`src/rtl/wb_port_arbiter.sv`:
```
// Writeback port arbiter: two per-source FIFOs (exe, mem) share one registered register-file write port.
// Optional WB_RR_ARB_EN swaps fixed mem>exe priority for a 1-bit round-robin pointer.

module wb_fifo #(
  parameter int DW    = 32,
  parameter int AW    = 5,
  parameter int DEPTH = 2
) (
  input  logic          i_clk,
  input  logic          i_rst,
  input  logic          i_push,
  input  logic [AW-1:0] i_rd,
  input  logic [DW-1:0] i_data,
  input  logic          i_pop,
  output logic          o_ready,
  output logic          o_valid,
  output logic [AW-1:0] o_rd,
  output logic [DW-1:0] o_data
);
  localparam int PW = $clog2(DEPTH);

  logic [PW-1:0]              r_wptr, r_rptr;
  logic [PW:0]                r_count;
  logic [DEPTH-1:0][AW-1:0]   r_rd;
  logic [DEPTH-1:0][DW-1:0]   r_data;
  logic                       w_full, w_push, w_pop;

  assign w_full  = (r_count == (PW+1)'(DEPTH));
  assign o_ready = !i_rst && !w_full;
  assign o_valid = (r_count != '0);
  assign o_rd    = r_rd[r_rptr];
  assign o_data  = r_data[r_rptr];

  // rd==0 is acknowledged upstream but never stored, so x0 is never written
  assign w_push = i_push && !w_full && (i_rd != '0);
  assign w_pop  = i_pop && o_valid;

  always_ff @(posedge i_clk or posedge i_rst) begin
    if (i_rst) begin
      r_wptr  <= '0;
      r_rptr  <= '0;
      r_count <= '0;
    end else begin
      if (w_push) r_wptr <= r_wptr + 1'b1;
      if (w_pop)  r_rptr <= r_rptr + 1'b1;
      case ({w_push, w_pop})
        2'b10:   r_count <= r_count + 1'b1;
        2'b01:   r_count <= r_count - 1'b1;
        default: r_count <= r_count;
      endcase
    end
  end

  always_ff @(posedge i_clk) begin
    if (w_push) begin
      r_rd[r_wptr]   <= i_rd;
      r_data[r_wptr] <= i_data;
    end
  end
endmodule

module wb_port_arbiter #(
  parameter int DATA_WIDTH     = 32,
  parameter int REG_ADDR_WIDTH = 5,
  parameter int FIFO_DEPTH     = 2
) (
  input  logic                      clk,
  input  logic                      reset,
  input  logic                      exe_valid,
  input  logic [REG_ADDR_WIDTH-1:0] exe_rd,
  input  logic [DATA_WIDTH-1:0]     exe_data,
  output logic                      exe_ready,
  input  logic                      mem_valid,
  input  logic [REG_ADDR_WIDTH-1:0] mem_rd,
  input  logic [DATA_WIDTH-1:0]     mem_data,
  output logic                      mem_ready,
  output logic                      Wr_En,
  output logic [REG_ADDR_WIDTH-1:0] WrtBck_Addr,
  output logic [DATA_WIDTH-1:0]     WrtBck_Data,
  output logic                      conflict
);
  localparam int NSRC = 2;  // index 0 = exe, 1 = mem

  logic [NSRC-1:0]                     w_in_vld, w_rdy, w_hvld, w_pop;
  logic [NSRC-1:0][REG_ADDR_WIDTH-1:0] w_in_rd, w_hrd;
  logic [NSRC-1:0][DATA_WIDTH-1:0]     w_in_data, w_hdata;
  logic                                w_both, w_gnt_mem, w_gnt_exe;

  assign w_in_vld  = {mem_valid, exe_valid};
  assign w_in_rd   = {mem_rd, exe_rd};
  assign w_in_data = {mem_data, exe_data};
  assign exe_ready = w_rdy[0];
  assign mem_ready = w_rdy[1];

  for (genvar g = 0; g < NSRC; g++) begin : g_q
    wb_fifo #(.DW(DATA_WIDTH), .AW(REG_ADDR_WIDTH), .DEPTH(FIFO_DEPTH)) u_q (
      .i_clk  (clk),
      .i_rst  (reset),
      .i_push (w_in_vld[g]),
      .i_rd   (w_in_rd[g]),
      .i_data (w_in_data[g]),
      .i_pop  (w_pop[g]),
      .o_ready(w_rdy[g]),
      .o_valid(w_hvld[g]),
      .o_rd   (w_hrd[g]),
      .o_data (w_hdata[g])
    );
  end

  assign w_both = &w_hvld;

`ifdef WB_RR_ARB_EN
  logic r_prio_mem;

  assign w_gnt_mem = w_hvld[1] && (!w_hvld[0] || r_prio_mem);

  // pointer only moves on contended grants
  always_ff @(posedge clk or posedge reset) begin
    if (reset)       r_prio_mem <= 1'b1;
    else if (w_both) r_prio_mem <= !r_prio_mem;
  end
`else
  assign w_gnt_mem = w_hvld[1];
`endif

  assign w_gnt_exe = w_hvld[0] && !w_gnt_mem;
  assign w_pop     = {w_gnt_mem, w_gnt_exe};

  always_ff @(posedge clk or posedge reset) begin
    if (reset) begin
      Wr_En       <= 1'b0;
      WrtBck_Addr <= '0;
      WrtBck_Data <= '0;
      conflict    <= 1'b0;
    end else begin
      Wr_En    <= |w_hvld;
      conflict <= w_both;
      if (w_gnt_mem) begin
        WrtBck_Addr <= w_hrd[1];
        WrtBck_Data <= w_hdata[1];
      end else if (w_gnt_exe) begin
        WrtBck_Addr <= w_hrd[0];
        WrtBck_Data <= w_hdata[0];
      end
    end
  end
endmodule

```
`config.mk`:
```
export PLATFORM = sky130hd
export DESIGN_NAME = wb_port_arbiter
export DESIGN_NICKNAME = d
export VERILOG_FILES = /design/src/rtl/wb_port_arbiter.sv
export SDC_FILE = /design/constraint.sdc
export NUM_CORES = 1
export LEC_CHECK = 0
export CORE_MARGIN = 3
export CORE_UTILIZATION = 53
export CTS_CLUSTER_DIAMETER = 200
export CTS_CLUSTER_SIZE = 10
export DETAILED_ROUTE_END_ITERATION = 10
export GPL_TIMING_DRIVEN = 0
export PLACE_DENSITY = 0.89
export RECOVER_POWER = 50
export SLEW_MARGIN = 30
export SYNTH_ARGS = -nofsm -noshare
export SYNTH_HDL_FRONTEND = slang
export SYNTH_SLANG_ARGS = --single-unit
```
`constraint.sdc`:
```
create_clock -name clk -period 3.3 [get_ports clk]
set_input_delay 0.66 -clock clk [delete_from_list [all_inputs] [get_ports clk]]
set_output_delay 0.66 -clock clk [all_outputs]
set_load 0.02 [all_outputs]
```
==> Word-level counts from Yosys, hierarchy flattened <==
Cells that the tools add are included.
{ "word_totals": {"regBits": 195, "in_bits": 78, "output_inout_bits": 41, "wordCells": 87} }
{ "classes": {"n_addsub": 8, "n_lt_le_gt_ge": 6, "n_eq_ne": 6, "mux": 26, "reduce_logical": 23} }
{ "op_table": {"columns": ["operator", "count"], "rows": [
  ["32-bit 2-to-1 mux", 8],
  ["64-bit bitwise mux", 2],
  ["32-bit demux with 1-bit select", 2],
  ["5-bit 2-to-1 mux", 8],
  ["10-bit bitwise mux", 2],
  ["5-bit demux with 1-bit select", 2],
  ["1-bit logical AND", 10],
  ["2-bit nonzero test", 5],
  ["5-bit nonzero test", 2],
  ["2-bit equality test, second input constant", 4],
  ["1-bit by 2-bit less-than comparator with 1-bit output, second input constant", 4],
  ["2-bit case mux with 2 select lines", 2],
  ["1-bit adder, second input constant", 4],
  ["2-bit by 1-bit adder with 2-bit output, second input constant", 2],
  ["2-bit by 1-bit equality test with 1-bit output, second input constant", 2],
  ["1-bit logical NOT", 4],
  ["2-bit by 1-bit subtractor with 2-bit output, second input constant", 2],
  ["1-bit greater-or-equal comparator, second input constant", 2],
  ["2-bit AND reduction", 1],
  ["2-bit OR reduction", 1]
]} }

==> Longest topological paths before layout <==
Gate-level depths: netlist of run 1.
{ "depth": {"ltp_word": 6, "ltp_mapped": 7, "mapped_depth_nobuf": 7} }

==> Modules after synthesis <==
From an unflattened synthesis of run 1, not the netlist that was laid out.
{ "unflattened": {"hier_cells": 439, "hier_area_um2": 7621.1} }
{ "modules_own_cells": {"columns": ["mod", "n_inst", "cells_each", "area_each_um2", "seq_area_each_um2"], "rows": [
  ["wb_fifo", 2, 136, 2891.5, 2322.2],
  ["wb_port_arbiter", 1, 167, 1838.0, 975.9]
]} }

==> Least setup slack after synthesis of run 1 <==
Ideal clock, no wire load.
{ "synth_timing": {"kind": "input-to-reg", "startpoint": "input port mem_rd[0]", "endpoint": "register g_q[1].u_q.r_data[0] (netlist name), enable pin", "setup_time_ns": 0.431, "arrival_ns": 2.438, "required_ns": 2.869, "path_slack_ns": 0.431, "path_stages": 3, "cell_sequence": "or4_4 o211ai_4 nor2_1"} }
{ "synth_between": {"elab_chain_len": 2} }
{ "synth_lines": {"columns": ["element", "line_no", "rtl"], "rows": [
  ["start: declaration", "74", "input logic [REG_ADDR_WIDTH-1:0] mem_rd,"],
  ["5-bit nonzero test", "35", "assign w_push = i_push && !w_full && (i_rd != '0);"],
  ["1-bit logical AND", "35", null],
  ["end signal: indexed assignment", "57", "r_data[r_wptr] <= i_data;"],
  ["end: declaration", "25", "logic [DEPTH-1:0][DW-1:0] r_data;"]
]} }
Every way passes these cells.
A chain may end at the register's enable or synchronous reset.

==> Worst setup path after layout of run 1 <==
{ "layout_timing": {"startpoint": "input port reset", "endpoint": "output port exe_ready"} }
{ "layout_between": {"elab_chain_len": 2} }
{ "layout_lines": {"columns": ["element", "line_no", "rtl"], "rows": [
  ["start: declaration", "68", "input logic reset,"],
  ["1-bit logical NOT", "29", "assign o_ready = !i_rst && !w_full;"],
  ["1-bit logical AND", "29", null],
  ["end: declaration", "72", "output logic exe_ready,"]
]} }
Every way passes these cells.

==> impl_results.rst, run 1 <==
.. list-table::
   :header-rows: 1

   * - Metric
     - Value
   * - Result of the run
     - completed
   * - Total congestion overflow
     - 0
   * - Average instance area after synthesis
     - approximately 16 um^2
   * - Die Wd
     - 123 um
   * - Clock Skew
     - 0.00635 ns
   * - First-pass GRT wire length
     - 24,300 um
   * - Portion of netlist area occupied by mux cells
     - 0.0506
   * - Data arrival, critical path
     - 2.46 ns
   * - Total power per unit cell area
     - about 950 nW/um^2
   * - Postcts setup bufs
     - 0
   * - Vias per Instance
     - 5.71
   * - Synthesized cell area
     - 7320 um^2
   * - Share of layout cells above drive strength 1
     - 0.0968
   * - Achievable clock frequency
     - approximately 0.32 GHz
   * - Number of sinks handled by clock tree synthesis
     - just under 200
   * - HP Class
     - register to register
   * - Adder-cell share of the synthesized area
     - 0.00342
   * - Worst reg2reg endpoint
     - WrtBck_Data[2]
   * - Max clock buf depth
     - 2
   * - Most heavily used metal layer in global routing
     - met2
   * - Global-route usage over all layers
     - 0.221
   * - Xor/xnor cell area share of the yosys netlist
     - 0.0120
   * - Final cell utilization of the core
     - 0.709
   * - Most common cell after layout, fill and taps aside
     - edfxtp_1
   * - Antenna violations before repair
     - 0
   * - Final GP Congestion
     - 0.821
   * - H-tree depth reported by CTS
     - 4
   * - Number of instances in the placed design
     - 744
   * - Max-cap check violation count
     - 0
   * - GR Util met1
     - 0.269
   * - RSZ-0062 raised after global routing
     - false
   * - Crit Path Max Fanout
     - between 40 and 50
   * - Critical path class
     - input pin to output port
   * - Total via count in the routed design
     - 4,429
   * - Fill cells
     - 861
   * - Total non-filler cell area in the finished layout
     - about 9500 um^2
   * - Worst Hold End
     - WrtBck_Data[11]
   * - Area of the core
     - between 10,000 and 15,000 um^2
   * - Yosys warnings
     - 0
   * - Nets in the synthesized netlist
     - between 500 and 600
   * - Root cell of the clock tree
     - clkbuf_16
   * - Drt total wl
     - 16,200 um
   * - Number of search-and-repair iterations in the first detailed-routing pass
     - 4
   * - Cts repair resizes
     - 0
   * - Number of nets in the finished design
     - 667
   * - Top-Level Pins
     - 119
   * - Global-route met3 utilization
     - 0.0462
   * - Detailed-placement wirelength estimate
     - 10,800 um
   * - Cell Area, Placed
     - 8890 um^2
   * - Relative max-transition margin
     - 0.562
   * - Number of nets still failing antenna checks after routing
     - 0
   * - Initial core utilization
     - 0.548
   * - Number of buffers added by the clock tree synthesis step
     - 17
   * - Footprint of the flip-flops and latches
     - 5620 um^2
   * - Starting DRC count in detailed routing
     - 291
   * - Latest clock arrival within the worst-skew pair
     - 0.42 ns
   * - Total area of multi-input combinational cells
     - 1580 um^2
   * - Syn-to-layout area delta
     - 29.3%
   * - Sort of element at the end of the critical path
     - output port
   * - CTS tree
     - built
   * - Kind of start point of the critical path
     - input pin
   * - Fraction of the mapped netlist area in compound gates
     - 0.101
   * - Number of buffers inserted for hold repair after clock tree synthesis
     - 0
   * - Number of inserted diodes
     - 0
   * - Least-Margin Pin Slew
     - 0.656 ns
   * - Standard-cell rows
     - 42
   * - Final Hold Viols
     - 0
   * - Final worst path period need
     - 3.12 ns
   * - Port bufs
     - 118
   * - Met2 global-route usage
     - 0.378
   * - Max Slew Vio Count
     - 0
   * - Final Cycle Share
     - 0.945
   * - Leading cell types in the layout, fill and taps excluded
     - edfxtp_1 (148), dlygate4sd3_1 (74), dfrtp_1 (47), clkdlybuf4s50_1 (44)
   * - Post-CTS clock slew at the launch and capture registers of the worst setup and hold paths
     - 0.06 ns
   * - Number of unique standard cell types used by synthesis
     - 23
   * - Average wire per standard cell
     - 20.9 um
   * - Cell leakage power
     - 0.00335 uW
   * - Instance count of the mapped netlist
     - 444
   * - Via count of the first global-routing pass
     - 4,691
   * - Number of flip-flops and latches in the synthesized netlist
     - 195
   * - Startpoint of the worst-slack reg-to-reg timing path
     - g_q[1].u_q.r_count[0]
   * - Non-filler cells, final
     - between 700 and 800
   * - Worst reg2reg setup slack
     - 1.20 ns
   * - Largest vdd supply drop
     - 0.444 mV
   * - Worst Hold Path Cells
     - 2
   * - Source of the worst hold timing path
     - g_q[1].u_q.r_data[11]
   * - Die area
     - about 15,000 um^2
   * - Required time reported for the critical path endpoint
     - 2.64 ns
   * - Share of synthesized cell area in and, or, nand and nor gates
     - 0.0446
   * - Largest net degree at the start of global routing
     - 50
   * - Seq/Total Area, Yosys
     - 0.768
   * - Register-to-Register Path Depth
     - 4
   * - Main combinational cell family by area after synthesis
     - compound AO/OA/AOI/OAI gates
   * - Final routed DRC violation total
     - 0
   * - Final count of negative-setup-slack endpoints
     - 0
   * - Vertical die dimension
     - roughly 120 um
## state kept, by name, indices dropped and copies added, names as in the netlist
register / count
Wr_En: 1
WrtBck_Addr: 5
WrtBck_Data: 32
conflict: 1
g_q.u_q.r_count: 4
g_q.u_q.r_data: 128
g_q.u_q.r_rd: 20
g_q.u_q.r_rptr: 2
g_q.u_q.r_wptr: 2
## synth_stat cells
library cell  instances  area [um^2]
ha_1                  2         25.0
o211ai_4              2         42.5
dfrtp_1              47         1180
clkbuf_1             10         37.5
nor2_1               10         37.5
xor2_1                3         26.3
mux2i_1              37          370
nor2b_1              37          231
nand2_1               1         3.75
edfxtp_1            148         4440
o21ai_1               5         25.0
o22ai_1              37          231
and2_1                2         12.5
nand2b_1              2         12.5
buf_4                 3         22.5
or2_1                 1         6.26
a211oi_1             37          278
inv_1                 4         15.0
o21ai_0              32          160
or4_4                 2         22.5
buf_2                14         70.1
xnor2_1               7         61.3
clkbuf_2              1         5.00
## through the flow
step	TNS, ns	hold WS, ns	worst slack, ns	total power [uW]
finish	0	0.540	0.183	9000
global route	0	0.555	0.0317	9440
CTS	0	0.536	0.136	9090
detailed placement	0	0.522	0.131	7070
global placement	-152.59	0.478	-1.13	6760
floorplan	0	0.465	0.431	5640
## layer usage
metal,part of all wire,vias up
met2,0.53,170
met4,0.023,0
li1,-,2007
met1,0.39,2216
met3,0.055,36
met5,0,-
## final cells by class
class | instances | area share
buffer | 28 | 0.0136
sequential | 195 | 0.594
clock inverter | 10 | 0.0114
inverter | 4 | 0.00185
multi-input combinational | 217 | 0.167
tap | 176 | 0.0233
clock buffer | 21 | 0.0497
timing repair buffer | 124 | 0.140
## where the power goes
| part | switching, uW | internal, uW |
|---|---|---|
| logic | 1930 | 1340 |
| registers | 293 | 3440 |
| clock network | 832 | 1160 |
## worst max-delay path, cell delays in order
cell and delay [ns]:
clkdlybuf4s50_1 0.44, inv_4 0.49, and2_1 0.23, clkdlybuf4s50_1 0.60
## cell families after synthesis
| group | Yosys count |
|---|---|
| adders and majority gates | 2 |
| muxes | 37 |
| and+or+nand+nor | 55 |
| buffers and inverters | 32 |
| DFF | 195 |
| AOI/OAI and AO/OA | 113 |
| xor gates and xnor gates | 10 |
## worst max-delay path by stage
stage	from	to	slack, ns	cells after the start
6_report	reset	exe_ready	0.18	4
5_1_grt	reset	exe_ready	0.03	4
4_1_cts	reset	exe_ready	0.14	4
3_5_place_dp	reset	exe_ready	0.13	4
3_3_place_gp	mem_rd[0]	g_q[1].u_q.r_data[48]	-1.13	4
2_1_floorplan	mem_rd[0]	g_q[1].u_q.r_data[0]	0.43	3
Power figures use the tool's default switching activity.
==> inputs of run 2 (changes only) <==
--- a/config.mk
+++ b/config.mk
@@ -7,6 +7,7 @@
 export LEC_CHECK = 0
 export CORE_MARGIN = 3
 export CORE_UTILIZATION = 53
+export CTS_BUF_LIST = sky130_fd_sc_hd__clkbuf_4 sky130_fd_sc_hd__clkbuf_8 sky130_fd_sc_hd__clkbuf_16
 export CTS_CLUSTER_DIAMETER = 200
 export CTS_CLUSTER_SIZE = 10
 export DETAILED_ROUTE_END_ITERATION = 10
==> run 2 against run 1 <==
  * Total power about the same
  * Global-route usage unchanged
  * Sequential cell count unchanged
  * Critical path type unchanged
  * Critical endpoint unchanged
  * Highest routed layer unchanged
==> impl_results.rst, run 2 (synthesis results as in run 1) <==
.. list-table::
   :header-rows: 1

   * - Metric
     - Value
   * - Overall power after layout
     - 9010 uW (was 9000 uW)
   * - Root cell of the clock tree
     - clkbuf_16 (unchanged)
   * - H-tree depth reported by CTS
     - 4 (unchanged)
   * - Worst Setup EP
     - exe_ready (unchanged)
   * - Initial core utilization
     - 0.548 (unchanged)
   * - Total non-filler cell area in the finished layout
     - 9470 um^2 (was 9460 um^2)
   * - Area of the core
     - 13,300 um^2 (unchanged)
   * - Worst reg2reg setup slack
     - 1.20 ns (about the same)
   * - Chain of cells forming the critical path
     - clkdlybuf4s50_1 -> inv_4 -> and2_1 -> clkdlybuf4s50_1 (unchanged)
   * - Total power per unit cell area
     - 951 nW/um^2 (about the same)
   * - Postcts setup bufs
     - 0 (unchanged)
   * - Number of buffers and inverters on the critical path
     - 3 (unchanged)
   * - Starting DRC count in detailed routing
     - 290 (was 291)
   * - Data arrival, critical path
     - 2.46 ns (about the same)
   * - Number of inserted diodes
     - 0 (unchanged)
   * - Standard-cell rows
     - 42 (unchanged)
   * - Relative contribution of the clock network to total power
     - 0.222 (about the same)
   * - Final-layout worst hold slack
     - 0.540 ns (about the same)
   * - Relative max-transition margin
     - 0.562 (about the same)
   * - Startpoint of the worst-slack reg-to-reg timing path
     - g_q[1].u_q.r_count[0] (unchanged)
   * - Max-cap check violation count
     - 0 (unchanged)
   * - Final Hold Viols
     - 0 (unchanged)
   * - Port bufs
     - 118 (unchanged)
   * - Top-Level Pins
     - 119 (unchanged)
   * - Share of layout cells above drive strength 1
     - 0.0985 (was 0.0968)
   * - Detailed-placement wirelength estimate
     - 10,800 um (unchanged)
   * - Clock Skew
     - 0.00636 ns (was 0.00635 ns)
   * - Number of buffers inserted for hold repair after clock tree synthesis
     - 0 (unchanged)
   * - Latest clock arrival within the worst-skew pair
     - 0.43 ns (was 0.42 ns)
   * - Cts repair resizes
     - 0 (unchanged)
   * - Proportion of power drawn by flip-flops and latches
     - 0.414 (was 0.415)
   * - Kind of start point of the critical path
     - input pin (unchanged)
   * - Total via count in the routed design
     - 4,430 (was 4,429)
   * - Vias per Instance
     - 5.72 (was 5.71)
   * - CTS tree
     - built (unchanged)
   * - Number of sinks handled by clock tree synthesis
     - 195 (unchanged)
   * - Critical Path Most Common Cell
     - clkdlybuf4s50_1 (unchanged)
   * - Final Cycle Share
     - 0.944 (was 0.945)
   * - Number of nets still failing antenna checks after routing
     - 0 (unchanged)
   * - Max clock buf depth
     - 2 (unchanged)
   * - Library cell contributing the largest single delay on the critical path
     - clkdlybuf4s50_1 (unchanged)
   * - Post-CTS clock slew at the launch and capture registers of the worst setup and hold paths
     - 0.06 ns (about the same)
   * - Cell Area, Placed
     - 8890 um^2 (unchanged)
   * - Total congestion overflow
     - 0 (unchanged)
   * - First-pass GRT wire length
     - 24,300 um (unchanged)
   * - Least-Margin Pin Slew
     - 0.656 ns (about the same)
   * - Number of nets in the finished design
     - 667 (unchanged)
   * - Critical path class
     - input pin to output port (unchanged)
   * - Cell leakage power
     - 0.00336 uW (was 0.00335 uW)
   * - Result of the run
     - completed (unchanged)
   * - Switch Pwr
     - 3050 uW (about the same)
   * - Average wire per standard cell
     - 20.9 um (about the same)
   * - Int Pwr
     - 5950 uW (about the same)
   * - Non-filler cells, final
     - 775 (unchanged)
   * - Via count of the first global-routing pass
     - 4,691 (unchanged)
   * - RSZ-0062 raised after global routing
     - false (unchanged)
   * - Crit path launch
     - reset (unchanged)
   * - Worst reg2reg endpoint
     - WrtBck_Data[2] (unchanged)
   * - Die area
     - 15,300 um^2 (unchanged)
   * - Drt total wl
     - 16,200 um (about the same)
   * - Global-route usage over all layers
     - 0.221 (unchanged)
   * - Leading cell types in the layout, fill and taps excluded
     - edfxtp_1 (148), dlygate4sd3_1 (74), dfrtp_1 (47), clkdlybuf4s50_1 (44) (unchanged)
   * - Final GP Congestion
     - 0.821 (unchanged)
   * - Antenna violations before repair
     - 0 (unchanged)
   * - Final count of negative-setup-slack endpoints
     - 0 (unchanged)
   * - Max Slew Vio Count
     - 0 (unchanged)
   * - Required time reported for the critical path endpoint
     - 2.64 ns (about the same)
   * - Number of instances in the placed design
     - 744 (unchanged)
   * - Registers with the most flip-flops
     - g_q.u_q.r_data x128, WrtBck_Data x32, g_q.u_q.r_rd x20 (unchanged)
   * - Number of buffers added by the clock tree synthesis step
     - 17 (unchanged)
   * - Die Wd
     - 123 um (unchanged)
   * - Crit Path Max Fanout
     - 49 (unchanged)
   * - Largest net degree at the start of global routing
     - 50 (unchanged)
   * - CP top delay family
     - buffers and inverters (unchanged)
   * - Syn-to-layout area delta
     - 29.4% (was 29.3%)
   * - Number of search-and-repair iterations in the first detailed-routing pass
     - 4 (unchanged)
   * - Achievable clock frequency
     - 0.321 GHz (about the same)
   * - Max FFs per register
     - 128 (unchanged)
   * - Final worst path period need
     - 3.12 ns (about the same)
   * - Delay contributed by the slowest stage of the critical path
     - 0.60 ns (about the same)
   * - Top register by number of flip-flops
     - g_q.u_q.r_data (unchanged)
   * - HP Class
     - register to register (unchanged)
   * - Largest vdd supply drop
     - 0.444 mV (about the same)
   * - Most common cell after layout, fill and taps aside
     - edfxtp_1 (unchanged)
   * - Register-to-Register Path Depth
     - 4 (unchanged)
   * - Vertical die dimension
     - 123 um (unchanged)
   * - Net switching fraction of the power
     - 0.339 (about the same)
   * - Combinational share of power
     - 0.363 (was 0.364)
   * - Sort of element at the end of the critical path
     - output port (unchanged)
   * - Number of gates on the worst path with buffers counted
     - 4 (unchanged)
   * - Final routed DRC violation total
     - 0 (unchanged)
[run 2: cell count changes in the layout (fill, tap and decap cells not counted)]
cell | before | now
clkbuf_1 | 16 | 15
clkbuf_4 | 0 | 1
[run 2: through the flow]
| step | TNS [ns] | setup WS (ns) | utilization |
|---|---|---|---|
| 2_1_floorplan | 0 | 0.431 | - |
| 3_3_place_gp | -152.59 | -1.13 | 0.653 |
| 3_5_place_dp | 0 | 0.131 | 0.666 |
| 4_1_cts | 0 | 0.136 | 0.710 |
| 5_1_grt | 0 | 0.0317 | 0.709 |
| 6_report | 0 | 0.183 | 0.709 |
[run 2: how the worst min path moves through the flow]
stage	start	endpoint	slack, ns	cells after the start
after floorplan	g_q[1].u_q.r_count[1]	g_q[1].u_q.r_count[1]	0.46	1
after detailed placement	g_q[1].u_q.r_count[1]	g_q[1].u_q.r_count[1]	0.52	1
after CTS	g_q[0].u_q.r_count[1]	g_q[0].u_q.r_count[1]	0.54	1
after global placement	g_q[1].u_q.r_count[1]	g_q[1].u_q.r_count[1]	0.48	1
final	g_q[0].u_q.r_count[1]	g_q[0].u_q.r_count[1]	0.54	1
after global routing	g_q[0].u_q.r_count[1]	g_q[0].u_q.r_count[1]	0.56	1
[run 2: area by class of cell]
class / count / area, um^2
buffer: 28 / 129
inverter: 4 / 17.5
timing repair buffer: 124 / 1320
tap: 176 / 220
sequential: 195 / 5620
fill: 862 / 3880
clock inverter: 10 / 108
clock buffer: 21 / 474
multi-input combinational: 217 / 1580
[run 2: worst reg2reg max path: cells and delay by family (launching register included)]
family | cells | cell delay [ns]
and+or+nand+nor | 1 | 0.37
DFF | 1 | 0.43
buffers and inverters | 2 | 0.98
AOI/OAI and AO/OA | 1 | 0.16
[run 2: power by group through the flow]
| stage | clock network [uW] | logic, uW | registers (uW) |
|---|---|---|---|
| 6_report | 2000 | 3270 | 3730 |
| 4_1_cts | 2030 | 3340 | 3730 |
| 2_1_floorplan | 0 | 1620 | 4020 |
| 3_5_place_dp | 0 | 3300 | 3770 |
| 3_3_place_gp | 0 | 2990 | 3770 |
| 5_1_grt | 2130 | 3530 | 3790 |
[run 2: metal layers]
layer | track usage | share of wire
met4 | 0.104 | 0.023
met3 | 0.0462 | 0.054
met5 | 0 | 0
met2 | 0.378 | 0.53
met1 | 0.269 | 0.39
==> inputs of run 3 (changes only) <==
--- a/config.mk
+++ b/config.mk
@@ -5,6 +5,7 @@
 export SDC_FILE = /design/constraint.sdc
 export NUM_CORES = 1
 export LEC_CHECK = 0
+export CAP_MARGIN = 5
 export CORE_MARGIN = 3
 export CORE_UTILIZATION = 53
 export CTS_BUF_LIST = sky130_fd_sc_hd__clkbuf_4 sky130_fd_sc_hd__clkbuf_8 sky130_fd_sc_hd__clkbuf_16
==> results of run 3 <==
The final DEF is identical to that of run 2; final timing and power are the same.
